## src/rtl/count_display_monitor.sv

```systemverilog
// Display/buzzer side of the decade counter: synchronises the BCD count and wrap strobe,
// drives a 7-segment digit, checks the digit sequence and plays a tone burst on each wrap.
// Optional macro COUNT_DISPLAY_ERRCNT_EN enables the saturating err_cnt register (tied to 0 otherwise).
//
// Handshake: there is no valid/ready pair; cnt_in and wrap_in are free-running levels sampled
// through synchronisers, and every output is a registered level or one-cycle pulse in the CLK domain.
module count_display_monitor #(
    parameter int TONE_HALF   = 12500,
    parameter int BEEP_CYCLES = 12500000
) (
    input  logic       CLK,
    input  logic       rst,
    input  logic [3:0] cnt_in,
    input  logic       wrap_in,
    output logic [3:0] digit_q,
    output logic [6:0] seg,
    output logic       seq_err,
    output logic [7:0] err_cnt,
    output logic       tone,
    output logic       beep_busy,
    output logic       o_dbg_chk_state,
    output logic       o_dbg_beep_state
);

    localparam int HW = (TONE_HALF > 1) ? $clog2(TONE_HALF) : 1;
    localparam int BW = $clog2(BEEP_CYCLES);
    localparam logic [HW-1:0] HALF_LAST  = HW'(TONE_HALF - 1);
    localparam logic [BW-1:0] BURST_LAST = BW'(BEEP_CYCLES - 1);

    typedef enum logic {CHK_INIT, CHK_TRACK} chk_state_t;
    typedef enum logic {BEEP_IDLE, BEEP_BURST} beep_state_t;

    chk_state_t  r_chk_state;
    beep_state_t r_beep_state;

    logic [3:0]    r_s1, r_s2, r_s3;
    logic          r_w1, r_w2, r_w3;
    logic [3:0]    r_digit;
    logic [6:0]    r_seg;
    logic          r_seq_err;
    logic          r_tone;
    logic          r_busy;
    logic [HW-1:0] r_half;
    logic [BW-1:0] r_burst;

    logic       w_accept;
    logic [3:0] w_expected;
    logic       w_legal;
    logic       w_err;
    logic       w_wrap_rise;

    function automatic logic [6:0] seg_decode(input logic [3:0] d);
        case (d)
            4'd0:    seg_decode = 7'h3F;
            4'd1:    seg_decode = 7'h06;
            4'd2:    seg_decode = 7'h5B;
            4'd3:    seg_decode = 7'h4F;
            4'd4:    seg_decode = 7'h66;
            4'd5:    seg_decode = 7'h6D;
            4'd6:    seg_decode = 7'h7D;
            4'd7:    seg_decode = 7'h07;
            4'd8:    seg_decode = 7'h7F;
            4'd9:    seg_decode = 7'h6F;
            default: seg_decode = 7'h40;
        endcase
    endfunction

    // A digit is taken only once it has been seen on two consecutive samples, which rejects
    // single-cycle glitches on the asynchronous bus.
    assign w_accept    = (r_s2 == r_s3) && ((r_chk_state == CHK_INIT) || (r_s2 != r_digit));
    assign w_expected  = (r_digit == 4'd9) ? 4'd0 : r_digit + 4'd1;
    assign w_legal     = (r_s2 <= 4'd9) && ((r_s2 == w_expected) || (r_s2 == 4'd0));
    assign w_err       = w_accept && (r_chk_state == CHK_TRACK) && !w_legal;
    assign w_wrap_rise = r_w2 && !r_w3;

    always_ff @(posedge CLK) begin
        if (!rst) begin
            r_s1 <= 4'd0;
            r_s2 <= 4'd0;
            r_s3 <= 4'd0;
            r_w1 <= 1'b0;
            r_w2 <= 1'b0;
            r_w3 <= 1'b0;
        end else begin
            r_s1 <= cnt_in;
            r_s2 <= r_s1;
            r_s3 <= r_s2;
            r_w1 <= wrap_in;
            r_w2 <= r_w1;
            r_w3 <= r_w2;
        end
    end

    always_ff @(posedge CLK) begin
        if (!rst) begin
            r_chk_state <= CHK_INIT;
            r_digit     <= 4'd0;
            r_seg       <= 7'h00;
            r_seq_err   <= 1'b0;
        end else begin
            r_seg     <= (r_chk_state == CHK_INIT) ? 7'h00 : seg_decode(r_digit);
            r_seq_err <= w_err;
            if (w_accept) begin
                r_digit     <= r_s2;
                r_chk_state <= CHK_TRACK;
            end
        end
    end

`ifdef COUNT_DISPLAY_ERRCNT_EN
    logic [7:0] r_err_cnt;

    always_ff @(posedge CLK) begin
        if (!rst) begin
            r_err_cnt <= 8'd0;
        end else if (w_err && (r_err_cnt != 8'hFF)) begin
            r_err_cnt <= r_err_cnt + 8'd1;
        end
    end

    assign err_cnt = r_err_cnt;
`else
    assign err_cnt = 8'h00;
`endif

    // A retrigger reloads the burst length but leaves the tone phase running.
    always_ff @(posedge CLK) begin
        if (!rst) begin
            r_beep_state <= BEEP_IDLE;
            r_tone       <= 1'b0;
            r_busy       <= 1'b0;
            r_half       <= '0;
            r_burst      <= '0;
        end else begin
            case (r_beep_state)
                BEEP_IDLE: begin
                    if (w_wrap_rise) begin
                        r_beep_state <= BEEP_BURST;
                        r_tone       <= 1'b1;
                        r_busy       <= 1'b1;
                        r_half       <= '0;
                        r_burst      <= BURST_LAST;
                    end
                end
                BEEP_BURST: begin
                    if (r_half == HALF_LAST) begin
                        r_tone <= ~r_tone;
                        r_half <= '0;
                    end else begin
                        r_half <= r_half + HW'(1);
                    end
                    if (w_wrap_rise) begin
                        r_burst <= BURST_LAST;
                    end else if (r_burst == '0) begin
                        r_beep_state <= BEEP_IDLE;
                        r_tone       <= 1'b0;
                        r_busy       <= 1'b0;
                    end else begin
                        r_burst <= r_burst - BW'(1);
                    end
                end
                default: r_beep_state <= BEEP_IDLE;
            endcase
        end
    end

    assign digit_q          = r_digit;
    assign seg              = r_seg;
    assign seq_err          = r_seq_err;
    assign tone             = r_tone;
    assign beep_busy        = r_busy;
    assign o_dbg_chk_state  = (r_chk_state == CHK_TRACK);
    assign o_dbg_beep_state = (r_beep_state == BEEP_BURST);

endmodule
```

## config.mk

```make
export PLATFORM = sky130hd
export DESIGN_NAME = count_display_monitor
export DESIGN_NICKNAME = d
export VERILOG_FILES = /design/src/rtl/count_display_monitor.sv
export SDC_FILE = /design/constraint.sdc
export NUM_CORES = 1
export LEC_CHECK = 0
export ABC_CLOCK_PERIOD_IN_PS = 2100
export BUFFER_PORTS_ARGS = -buffer_cell sky130_fd_sc_hd__clkbuf_2
export CORE_MARGIN = 1
export CORE_UTILIZATION = 53
export DETAILED_ROUTE_END_ITERATION = 7
export MAX_ROUTING_LAYER = met4
export PLACE_DENSITY = 0.73
export SLEW_MARGIN = 5
export SYNTH_ARGS = -nofsm -noshare
export SYNTH_HDL_FRONTEND = slang
export SYNTH_SLANG_ARGS = --single-unit
```

## constraint.sdc

```tcl
create_clock -name CLK -period 2.1 [get_ports CLK]
set_clock_uncertainty 0.15 [all_clocks]
set_input_delay 0.21 -clock CLK [delete_from_list [all_inputs] [get_ports CLK]]
set_output_delay 0.21 -clock CLK [all_outputs]
set_load 0.05 [all_outputs]
```

==> results by group, run 1 <==
Outcome
  – Status: finished clean

Placed design
  – RePlAce Congestion: 0.828
  – Detailed Place HPWL: 4800 µm
  – Placed cells: 488
  – I/O Buffers: 22
  – Pre-CTS setup slack: -0.0628 ns
  – Cell area after placement: 3720 µm²

Global route
  – All-Layer GR Usage: 0.231
  – Initial antenna violation count: 0
  – First-pass GRT wire length: 11600 µm
  – Largest net degree at the start of global routing: 19
  – Grt ovf: 0
  – Vias in the first global route: 2675

Yosys
  – Post-synth EDFFs: 0
  – Synth area leaders: dfxtp_1 (41%), a21oi_1 (4.9%), ha_1 (3.7%)
  – Top_reg_cell synth: dfxtp_1
  – Synth top area share: 0.409
  – Post-synthesis sequential area ratio: 0.409
  – Mapped Cells: 378
  – Async set-reset flop share out of synthesis: 0
  – Syn Std Cell Area: 3380 µm²
  – Cell taking the most area after synthesis: dfxtp_1
  – Synth cell types: 55
  – FF+latch count, synth: 69
  – Synthesis Warnings: 0
  – Synth Area per Inst: 8.94 µm²

Clock network
  – Total CTS buffers: 9
  – Skew-Pair Late Insertion Delay: 0.35 ns
  – CTS Buffer Depth: 2
  – H-tree Lvls: 3
  – CTS tree: done
  – Clk pin slew, worst setup/hold paths: 0.07 ns
  – Root Driver: clkbuf_8
  – TritonCTS Sinks: 69

Worst setup path
  – Critical path launch point: r_burst[8]$_SDFFE_PN0P_
  – Setup crit start kind: flop
  – Worst Setup End Kind: flop
  – Path depth of the worst reg2reg path: 6
  – FF-to-FF Start: r_burst[8]$_SDFFE_PN0P_
  – Critical path class: flop to flop
  – CP max FO: 11
  – RR Endpoint: r_burst[12]$_SDFFE_PN0P_
  – Critical Path Sink: r_burst[12]$_SDFFE_PN0P_
  – Worst reg-to-reg setup slack: 0.03 ns
  – Required @ worst endpoint: 2.18 ns
  – Arrival time worst endpoint: 2.14 ns

Route
  – Via count of the routed design: 2922
  – Detailed Route WL: 7000 µm
  – Drt wl/cell: 13.6 µm
  – Via/cell ratio: 5.66
  – DRT iter0 DRCs: 138
  – Antenna Nets Post-Route: 0
  – DR pass1 iterations: 4
  – DRC: 0

Floorplan
  – Row cnt: 28
  – Die W: 81.9 µm
  – Core box area: 6030 µm²
  – Die Y: 81.9 µm
  – Starting Density: 0.561
  – Die area: 6700 µm²
  – IO Pins: 31

Final layout
  – Area Growth Syn to Fin: 20.9%
  – Finished Cell Area: 4090 µm²
  – Final #Nets: 453
  – Post-route insts no fill: 516
  – N_diodes: 0
  – Layout cells sized above 1: 0.263

Timing
  – RSZ-0062 raised after global routing: yes
  – Post-route minimum period: 2.07 ns
  – Final Worst Setup Slack: 0.0342 ns
  – Fmax: 484 MHz
  – WHS: 0.113 ns
  – Final setup fails: 0
  – Fin. max-slew vios: 0
  – Fin crit share: 0.984
  – Final-report hold violation count: 0

Pwr
  – Design Power: 3.11 mW
  – Pwr per Cell Area: 762 nW/µm²
  – Static Leak: 1.62 nW
  – Worst vdd ir: 0.514 mV

Run
  – Max_cap viols: 0

Hold path
  – Hold Crit Class: input pin to flop
  – Worst Hold Depth: 3
## registers in the layout, indices dropped and copies added (netlist names)
register and flops:
beep_busy 1, digit_q 4, o_dbg_beep_state 1, o_dbg_chk_state 1, r_burst 24, r_half 14
r_s1 4, r_s2 4, r_s3 4, r_w1 1, r_w2 1, r_w3 1
seg 7, seq_err 1, tone 1
## final cells by class
cell class	instances	area [µm²]
multi-input cells	274	1900
flip-flops and latches	69	1390
clock buffers	9	124
repair buffers	70	488
well taps	75	93.8
fillers	491	1940
inverters	12	45.0
clock inverters	7	50.0
## through the flow
stage	utilization	setup TNS, ns
floorplan	-	0
global route	0.678	-0.361
finish	0.678	0
CTS	0.658	0
global placement	0.617	0
detailed placement	0.617	-0.188
## synthesized netlist by cell type, types with 6 or more instances
cell	count
nor4_1	6
ha_1	10
a31oi_1	13
mux2i_1	9
nor3_1	6
o31ai_1	11
inv_1	11
nand2_1	30
xor2_1	9
a21oi_1	33
or4_1	7
xnor2_1	10
a311oi_1	7
clkbuf_1	16
and2_1	19
buf_4	9
dfxtp_1	69
nor2_1	24
## kinds of logic after synthesis
| kind of cell | count (synthesis) | synth area share |
|---|---|---|
| other | 1 | 0.00111 |
| DFF | 69 | 0.409 |
| buffers and inverters | 42 | 0.0633 |
| muxes | 11 | 0.0333 |
| adders and majority gates | 10 | 0.0370 |
| xor gates and xnor gates | 19 | 0.0492 |
| AOI/OAI and AO/OA | 92 | 0.182 |
| and+or+nand+nor | 134 | 0.225 |
## critical path, cell delays in order (launching register included)
cell and delay [ns]:
dfxtp_2 0.34, or4_1 0.54, or3_4 0.36, nor4_4 0.23, buf_6 0.16, or4_2 0.11, a31oi_1 0.07
## power breakdown
group	leakage [nW]	internal [mW]	total [mW]	switching [mW]
registers	0.565	1.38	1.44	0.0585
clock network	0.0816	0.429	0.950	0.521
logic	0.977	0.305	0.728	0.423
## timing repair
action | in CTS | in global routing
gates resized for setup | 4 | 21
endpoints found under the hold margin | 5 | 0
buffers inserted | 1 | 6
hold buffers | 5 | 0
pin swaps | 1 | 4
setup endpoints to repair | 12 | 29
## layout by cell type, fill, tap and decap left out, drive strengths merged, types with 6 or more instances in the layout
cell	count
dfxtp	69
buf	42
a21oi	33
clkbuf	32
nand2	30
nor2	24
and2	19
a31oi	13
inv	12
or4	12
o31ai	11
xnor2	10
ha	10
mux2i	9
xor2	9
conb	8
nor4	8
a311oi	7
or3	7
nor3	6
## layer usage
metal / track usage / part of all wire
met5: - / 0
met4: 0.0702 / 0.0087
met3: 0.0678 / 0.034
met2: 0.388 / 0.49
met1: 0.264 / 0.46
## worst min path at each step
| stage | end | start |
|---|---|---|
| 2_1_floorplan | r_s1[0]$_SDFF_PN0_ | cnt_in[0] |
| 3_3_place_gp | r_s2[0]$_SDFF_PN0_ | r_s1[0]$_SDFF_PN0_ |
| 3_5_place_dp | r_s1[1]$_SDFF_PN0_ | cnt_in[1] |
| 4_1_cts | r_half[9]$_SDFFE_PN0P_ | rst |
| 5_1_grt | r_half[11]$_SDFFE_PN0P_ | rst |
| 6_report | r_half[9]$_SDFFE_PN0P_ | rst |
Note: power is estimated with default switching activity, not from simulation.
==> run 2, diff against run 1 <==
Settings changed: CORE_UTILIZATION 53 to 30, PLACE_DENSITY 0.73 to 0.46.
==> run 2 against run 1 <==
  * Worst setup slack got worse by 0.012 ns
  * Global-route usage fell by 8.9 points
  * Utilization fell by 28 points
  * Cell count is 14% higher
  * Sequential power about the same
  * Via count grew 0.89%
  * Design area is 4.8% higher
  * Die area grew 75%
  * Sequential cell count stayed put
  * Critical endpoint is now r_burst[15]$_SDFFE_PN0P_
  * Largest cell class unchanged
  * Largest power group unchanged
==> results by group, run 2 (synthesis gave the netlist of run 1 again) <==
Outcome
  – Status: finished clean

Timing
  – Final setup fails: 0
  – Final-report hold violation count: 0
  – Fmax: 481 MHz
  – Post-route minimum period: 2.08 ns
  – Fin crit share: 0.989
  – RSZ-0062 raised after global routing: yes
  – Fin. max-slew vios: 0

Worst setup path
  – RR Endpoint: r_burst[15]$_SDFFE_PN0P_
  – Crit path top cell by count: buf_6
  – FF-to-FF Start: r_burst[1]$_SDFFE_PN0P_
  – Worst Setup End Kind: flop
  – Critical path class: flop to flop
  – CP max FO: 7
  – CP Cell Sequence: inv_2 -> ha_4 -> nor4b_4 -> nand2_1 -> buf_6 -> buf_6 -> o211ai_1 -> buf_4 -> xnor2_2 -> a21oi_1
  – Worst reg-to-reg setup slack: 0.02 ns
  – CP peak stage delay: 0.37 ns
  – Arrival time worst endpoint: 2.16 ns
  – Required @ worst endpoint: 2.18 ns
  – Setup crit start kind: flop
  – WP buf/inv: 4
  – Path depth of the worst reg2reg path: 10
  – Slowest-stage cell, CP: o211ai_1
  – CP delay by family, top: buffers and inverters

Placed design
  – RePlAce Congestion: 0.816
  – I/O Buffers: 22
  – Placed cells: 561
  – Detailed Place HPWL: 5330 µm

Route
  – Antenna Nets Post-Route: 0
  – DR pass1 iterations: 5
  – Via/cell ratio: 5.01
  – Detailed Route WL: 7680 µm
  – DRC: 0
  – Drt wl/cell: 13.0 µm
  – Via count of the routed design: 2948
  – DRT iter0 DRCs: 123

Hold path
  – Worst Hold Endpoint: r_half[4]$_SDFFE_PN0P_
  – HP Start: rst
  – Worst Hold Depth: 2
  – Hold Crit Class: input pin to flop

Final layout
  – Largest Register: r_burst
  – Most common cell after layout, fill and taps aside: dfxtp_1
  – Final #Nets: 461
  – Fillcell total: 1112
  – Post-route insts no fill: 589
  – Area Growth Syn to Fin: 26.7%
  – Leading cell types in the layout, fill and taps excluded: dfxtp_1 (64), buf_4 (47), a21oi_1 (33)
  – Max FFs per register: 24
  – Layout cells sized above 1: 0.269
  – Fin util: 0.393
  – Register area: 1390 µm²
  – Multi-input gate area: 1900 µm²
  – N_diodes: 0

Floorplan
  – Die W: 108 µm
  – Row cnt: 38
  – Die Y: 108 µm
  – Starting Density: 0.310
  – Core box area: 10900 µm²
  – Die area: 11700 µm²
  – IO Pins: 31

Clock network
  – CTS Buffer Depth: 2
  – Root Driver: clkbuf_8
  – Skew-Pair Late Insertion Delay: 0.35 ns
  – Total CTS buffers: 9
  – TritonCTS Sinks: 69
  – H-tree Lvls: 3
  – CTS tree: done
  – Clk pin slew, worst setup/hold paths: 0.09 ns

Pwr
  – Static Leak: 1.71 nW
  – Pwr per Cell Area: 775 nW/µm²
  – Worst vdd ir: 0.267 mV

Run
  – Max_cap viols: 0

Global route
  – All-Layer GR Usage: 0.142
  – First-pass GRT wire length: 12600 µm
  – Initial antenna violation count: 0
  – Vias in the first global route: 2749
  – Grt ovf: 0
  – Largest net degree at the start of global routing: 22
run 2: power breakdown:
| part | switching [mW] | internal [mW] |
|---|---|---|
| logic | 0.421 | 0.330 |
| clock network | 0.567 | 0.567 |
| registers | 0.0596 | 1.38 |
run 2: routing by layer:
metal / share of wire / global-route usage / vias up
li1: - / - / 1504
met1: 0.48 / 0.168 / 1401
met2: 0.48 / 0.232 / 39
met3: 0.030 / 0.0332 / 4
met4: 0.0095 / 0.0558 / 0
met5: 0 / - / -
run 2: final cells by class:
| type | count | share of cell area |
|---|---|---|
| Multi-Input combinational cell | 274 | 0.444 |
| Sequential cell | 69 | 0.324 |
| Timing Repair Buffer | 78 | 0.132 |
| Tap cell | 140 | 0.0409 |
| Clock buffer | 9 | 0.0289 |
| Clock inverter | 7 | 0.0187 |
| Inverter | 12 | 0.0105 |
run 2: metrics by stage:
step	instance area (µm²)	setup TNS, ns	setup slack, ns	total power, mW	hold WS (ns)
final	4280	0	0.0222	3.32	0.0596
after global routing	4280	-0.377	-0.0968	3.50	0.0551
after CTS	4180	0	0.0000400	3.29	0.0448
after detailed placement	3870	-0.0269	-0.0185	2.09	0.270
after global placement	3870	-0.00109	-0.00109	2.09	0.269
after floorplan	3410	0	0.0379	1.91	0.187
run 2: how the worst max path moves through the flow:
| stage | start | endpoint | slack (ns) | cells after the start |
|---|---|---|---|---|
| 6_report | r_burst[1]$_SDFFE_PN0P_ | r_burst[15]$_SDFFE_PN0P_ | 0.02 | 10 |
| 5_1_grt | r_burst[11]$_SDFFE_PN0P_ | r_burst[17]$_SDFFE_PN0P_ | -0.1 | 6 |
| 4_1_cts | r_burst[8]$_SDFFE_PN0P_ | r_burst[17]$_SDFFE_PN0P_ | 0.00004 | 6 |
| 3_5_place_dp | r_burst[8]$_SDFFE_PN0P_ | r_burst[19]$_SDFFE_PN0P_ | -0.02 | 6 |
| 3_3_place_gp | r_burst[8]$_SDFFE_PN0P_ | r_burst[19]$_SDFFE_PN0P_ | -0.001 | 6 |
| 2_1_floorplan | r_half[0]$_SDFFE_PN0P_ | r_half[10]$_SDFFE_PN0P_ | 0.04 | 8 |
run 2: timing repair:
action | CTS | global route
pin swaps | 4 | 8
cloned | 1 | 0
setup buffers | 3 | 3
hold endpoints to repair | 5 | 0
setup endpoints to repair | 7 | 19
hold buffers | 5 | 0
gates resized for setup | 7 | 18
run 2: worst register-to-register path: cells and delay by family, from the launching register on:
| family | cells | cell delay [ns] |
|---|---|---|
| flip-flops | 1 | 0.33 |
| adder cells (fa/ha/maj) | 1 | 0.13 |
| buffers and inverters | 4 | 0.53 |
| AND/OR/NAND/NOR | 2 | 0.29 |
| AO/OA/AOI/OAI | 2 | 0.44 |
| XOR/XNOR | 1 | 0.09 |
==> run 3, diff against run 2 <==
Settings changed: ABC_AREA set to 1, CORE_ASPECT_RATIO set to 2, PLACE_DENSITY 0.46 to 0.45.
==> run 3 against run 2 <==
  * Non-clock buffer count down 41
  * Fmax up 11%
  * Register-to-register slack better by 0.20 ns
  * Die area up 12%
  * Total power up 19%
  * Cell count up 25%
  * Largest cell class unchanged
  * Highest routed layer unchanged
==> results by group, run 3 <==
Run
  – Max_cap viols: 0

Floorplan
  – Die W: 81.5 µm
  – Core box area: 12200 µm²
  – Die area: 13100 µm²
  – Die Y: 161 µm
  – Starting Density: 0.311
  – Row cnt: 57
  – IO Pins: 31

Global route
  – First-pass GRT wire length: 16300 µm
  – Initial antenna violation count: 0
  – Vias in the first global route: 3404
  – All-Layer GR Usage: 0.169
  – Largest net degree at the start of global routing: 24
  – Grt ovf: 0

Clock network
  – CTS Buffer Depth: 2
  – Clk pin slew, worst setup/hold paths: 0.06 ns
  – TritonCTS Sinks: 69
  – Skew-Pair Late Insertion Delay: 0.33 ns
  – H-tree Lvls: 3
  – CTS tree: done
  – Root Driver: clkbuf_16
  – Total CTS buffers: 9
  – # Post-CTS Setup Buffers: 0
  – Post-CTS sizing: 0

Worst setup path
  – Critical path class: flop to flop
  – Worst reg-to-reg setup slack: 0.22 ns
  – Required @ worst endpoint: 2.17 ns
  – Worst Setup End Kind: flop
  – CP max FO: 12
  – Arrival time worst endpoint: 1.95 ns
  – Setup crit start kind: flop

Timing
  – Setup TNS: 0 ns
  – Rel. slew slack: 0.652
  – Fmax: 532 MHz
  – Final setup fails: 0
  – Final-report hold violation count: 0
  – Post-route minimum period: 1.88 ns
  – Fin crit share: 0.895
  – Worst slew pin tran: 0.520 ns
  – Fin. max-slew vios: 0
  – RSZ-0062 raised after global routing: no

Final layout
  – Area Growth Syn to Fin: 15.4%
  – Finished Cell Area: 4370 µm²
  – Fin util: 0.359
  – Leading cell types in the layout, fill and taps excluded: nand2_1 (138), inv_1 (73), dfxtp_1 (69)
  – Most common cell after layout, fill and taps aside: nand2_1
  – Max FFs per register: 24
  – Post-route insts no fill: 738
  – Multi-input gate area: 1990 µm²
  – Largest Register: r_burst
  – N_diodes: 0
  – Fillcell total: 1314
  – Register area: 1380 µm²
  – Final #Nets: 603
  – Layout cells sized above 1: 0.139

Yosys
  – FF+latch count, synth: 69
  – Largest family of logic cells by synthesized area: simple AND/OR/NAND/NOR gates
  – Simple-gate share of the synthesized area: 0.344
  – Post-Synth XOR/XNOR Area: 0.0254
  – Post-synthesis sequential area ratio: 0.364
  – Synthesis Warnings: 0
  – Count leader, synth: nand2_1
  – Synth cell types: 39
  – Top_reg_cell synth: dfxtp_1
  – Most frequent cells after synthesis: nand2_1 (138), inv_1 (73), dfxtp_1 (69), nor2_1 (55), nand3_1 (43)
  – Synth Area per Inst: 6.86 µm²
  – Adder-cell share of the synthesized area: 0.0330
  – Synth Area in Compound Gates: 0.115
  – Syn Std Cell Area: 3790 µm²
  – Mux cell area share after synthesis: 0
  – Cell taking the most area after synthesis: dfxtp_1
  – Post-synth EDFFs: 0
  – Synth area leaders: dfxtp_1 (36%), nand2_1 (14%), inv_1 (7.2%)
  – Synth top area share: 0.364
  – Mapped Cells: 553
  – Async set-reset flop share out of synthesis: 0

Route
  – Via/cell ratio: 4.72
  – Drt wl/cell: 13.4 µm
  – Antenna Nets Post-Route: 0
  – DR pass1 iterations: 4
  – Via count of the routed design: 3482
  – Detailed Route WL: 9920 µm
  – DRT iter0 DRCs: 98
  – DRC: 0

Outcome
  – Status: finished clean

Placed design
  – RePlAce Congestion: 0.887
  – Placed cells: 717
  – I/O Buffers: 22
  – Detailed Place HPWL: 7400 µm
  – Cell area after placement: 4030 µm²

Pwr
  – Static Leak: 2.06 nW
  – Worst vdd ir: 0.414 mV
  – Pwr per Cell Area: 903 nW/µm²

Hold path
  – Hold Crit Class: input pin to flop
==> run 3: changes by cell type in the layout (fill, tap and decap cells not counted), sizes merged, moves of 14 or more <==
cell / before / now
nand4: 3 / 17
nand2: 30 / 146
inv: 15 / 76
nor2: 24 / 63
and2: 19 / 0
o21ai: 5 / 24
buf: 51 / 10
nand3: 3 / 45
==> run 3: final cells by class <==
| class | count | area share |
|---|---|---|
| clock inverter | 4 | 0.0109 |
| inverter | 77 | 0.0664 |
| sequential | 69 | 0.316 |
| timing repair buffer | 37 | 0.0538 |
| multi-input combinational | 392 | 0.455 |
| tap | 147 | 0.0420 |
| clock buffer | 12 | 0.0563 |
==> run 3: kinds of logic after synthesis <==
| family | after synthesis |
|---|---|
| AND/OR/NAND/NOR | 287 |
| buffers and inverters | 99 |
| AO/OA/AOI/OAI | 76 |
| flip-flops | 69 |
| XOR/XNOR | 11 |
| adder cells (fa/ha/maj) | 10 |
| other | 1 |
==> run 3: critical path, cell delays in order, from the launching register on <==
cell	delay, ns
dfxtp_1	0.33
nor2_1	0.25
nand2_2	0.12
nor2_2	0.15
nand3_4	0.18
nand2_4	0.15
nand2_4	0.07
clkinv_2	0.18
nor2_1	0.07
nand2_1	0.08
nand2_1	0.04
==> run 3: timing repair <==
item,in CTS,in global routing
endpoints found under the setup margin,0,0
hold buffers,5,0
endpoints found under the hold margin,5,0
==> run 3: through the flow <==
| step | setup slack (ns) | hold WS [ns] | power [mW] |
|---|---|---|---|
| floorplan | 0.00448 | 0.158 | 2.24 |
| CTS | 0.212 | 0.217 | 4.01 |
| global route | 0.0289 | 0.243 | 4.17 |
| finish | 0.221 | 0.218 | 3.95 |
| detailed placement | 0.237 | 0.247 | 2.46 |
| global placement | 0.272 | 0.246 | 2.45 |
==> run 3: report_power, final <==
part           internal (mW)  switching, mW  total (mW)
combinational          0.294          0.674       0.967
sequential              1.39         0.0726        1.46
clock                  0.949          0.571        1.52
==> run 3: final timing paths <==
path,start,cells past startpoint,end
worst max-delay path,r_burst[6]$_SDFFE_PN0P_,10,tone$_SDFFE_PN0P_
worst min-delay path,rst,3,r_burst[12]$_SDFFE_PN0P_
worst max register to register,r_burst[6]$_SDFFE_PN0P_,10,tone$_SDFFE_PN0P_
worst min register to register,r_w1$_SDFF_PN0_,2,r_w2$_SDFF_PN0_
==> run 3: layer usage <==
layer  track usage  up-vias  routed length [µm]
met5             -        -                   0
met4        0.0690        0                 229
met3        0.0260       18                 267
met2         0.319       60                5720
met1         0.161     1589                3710
li1              -     1815                   -
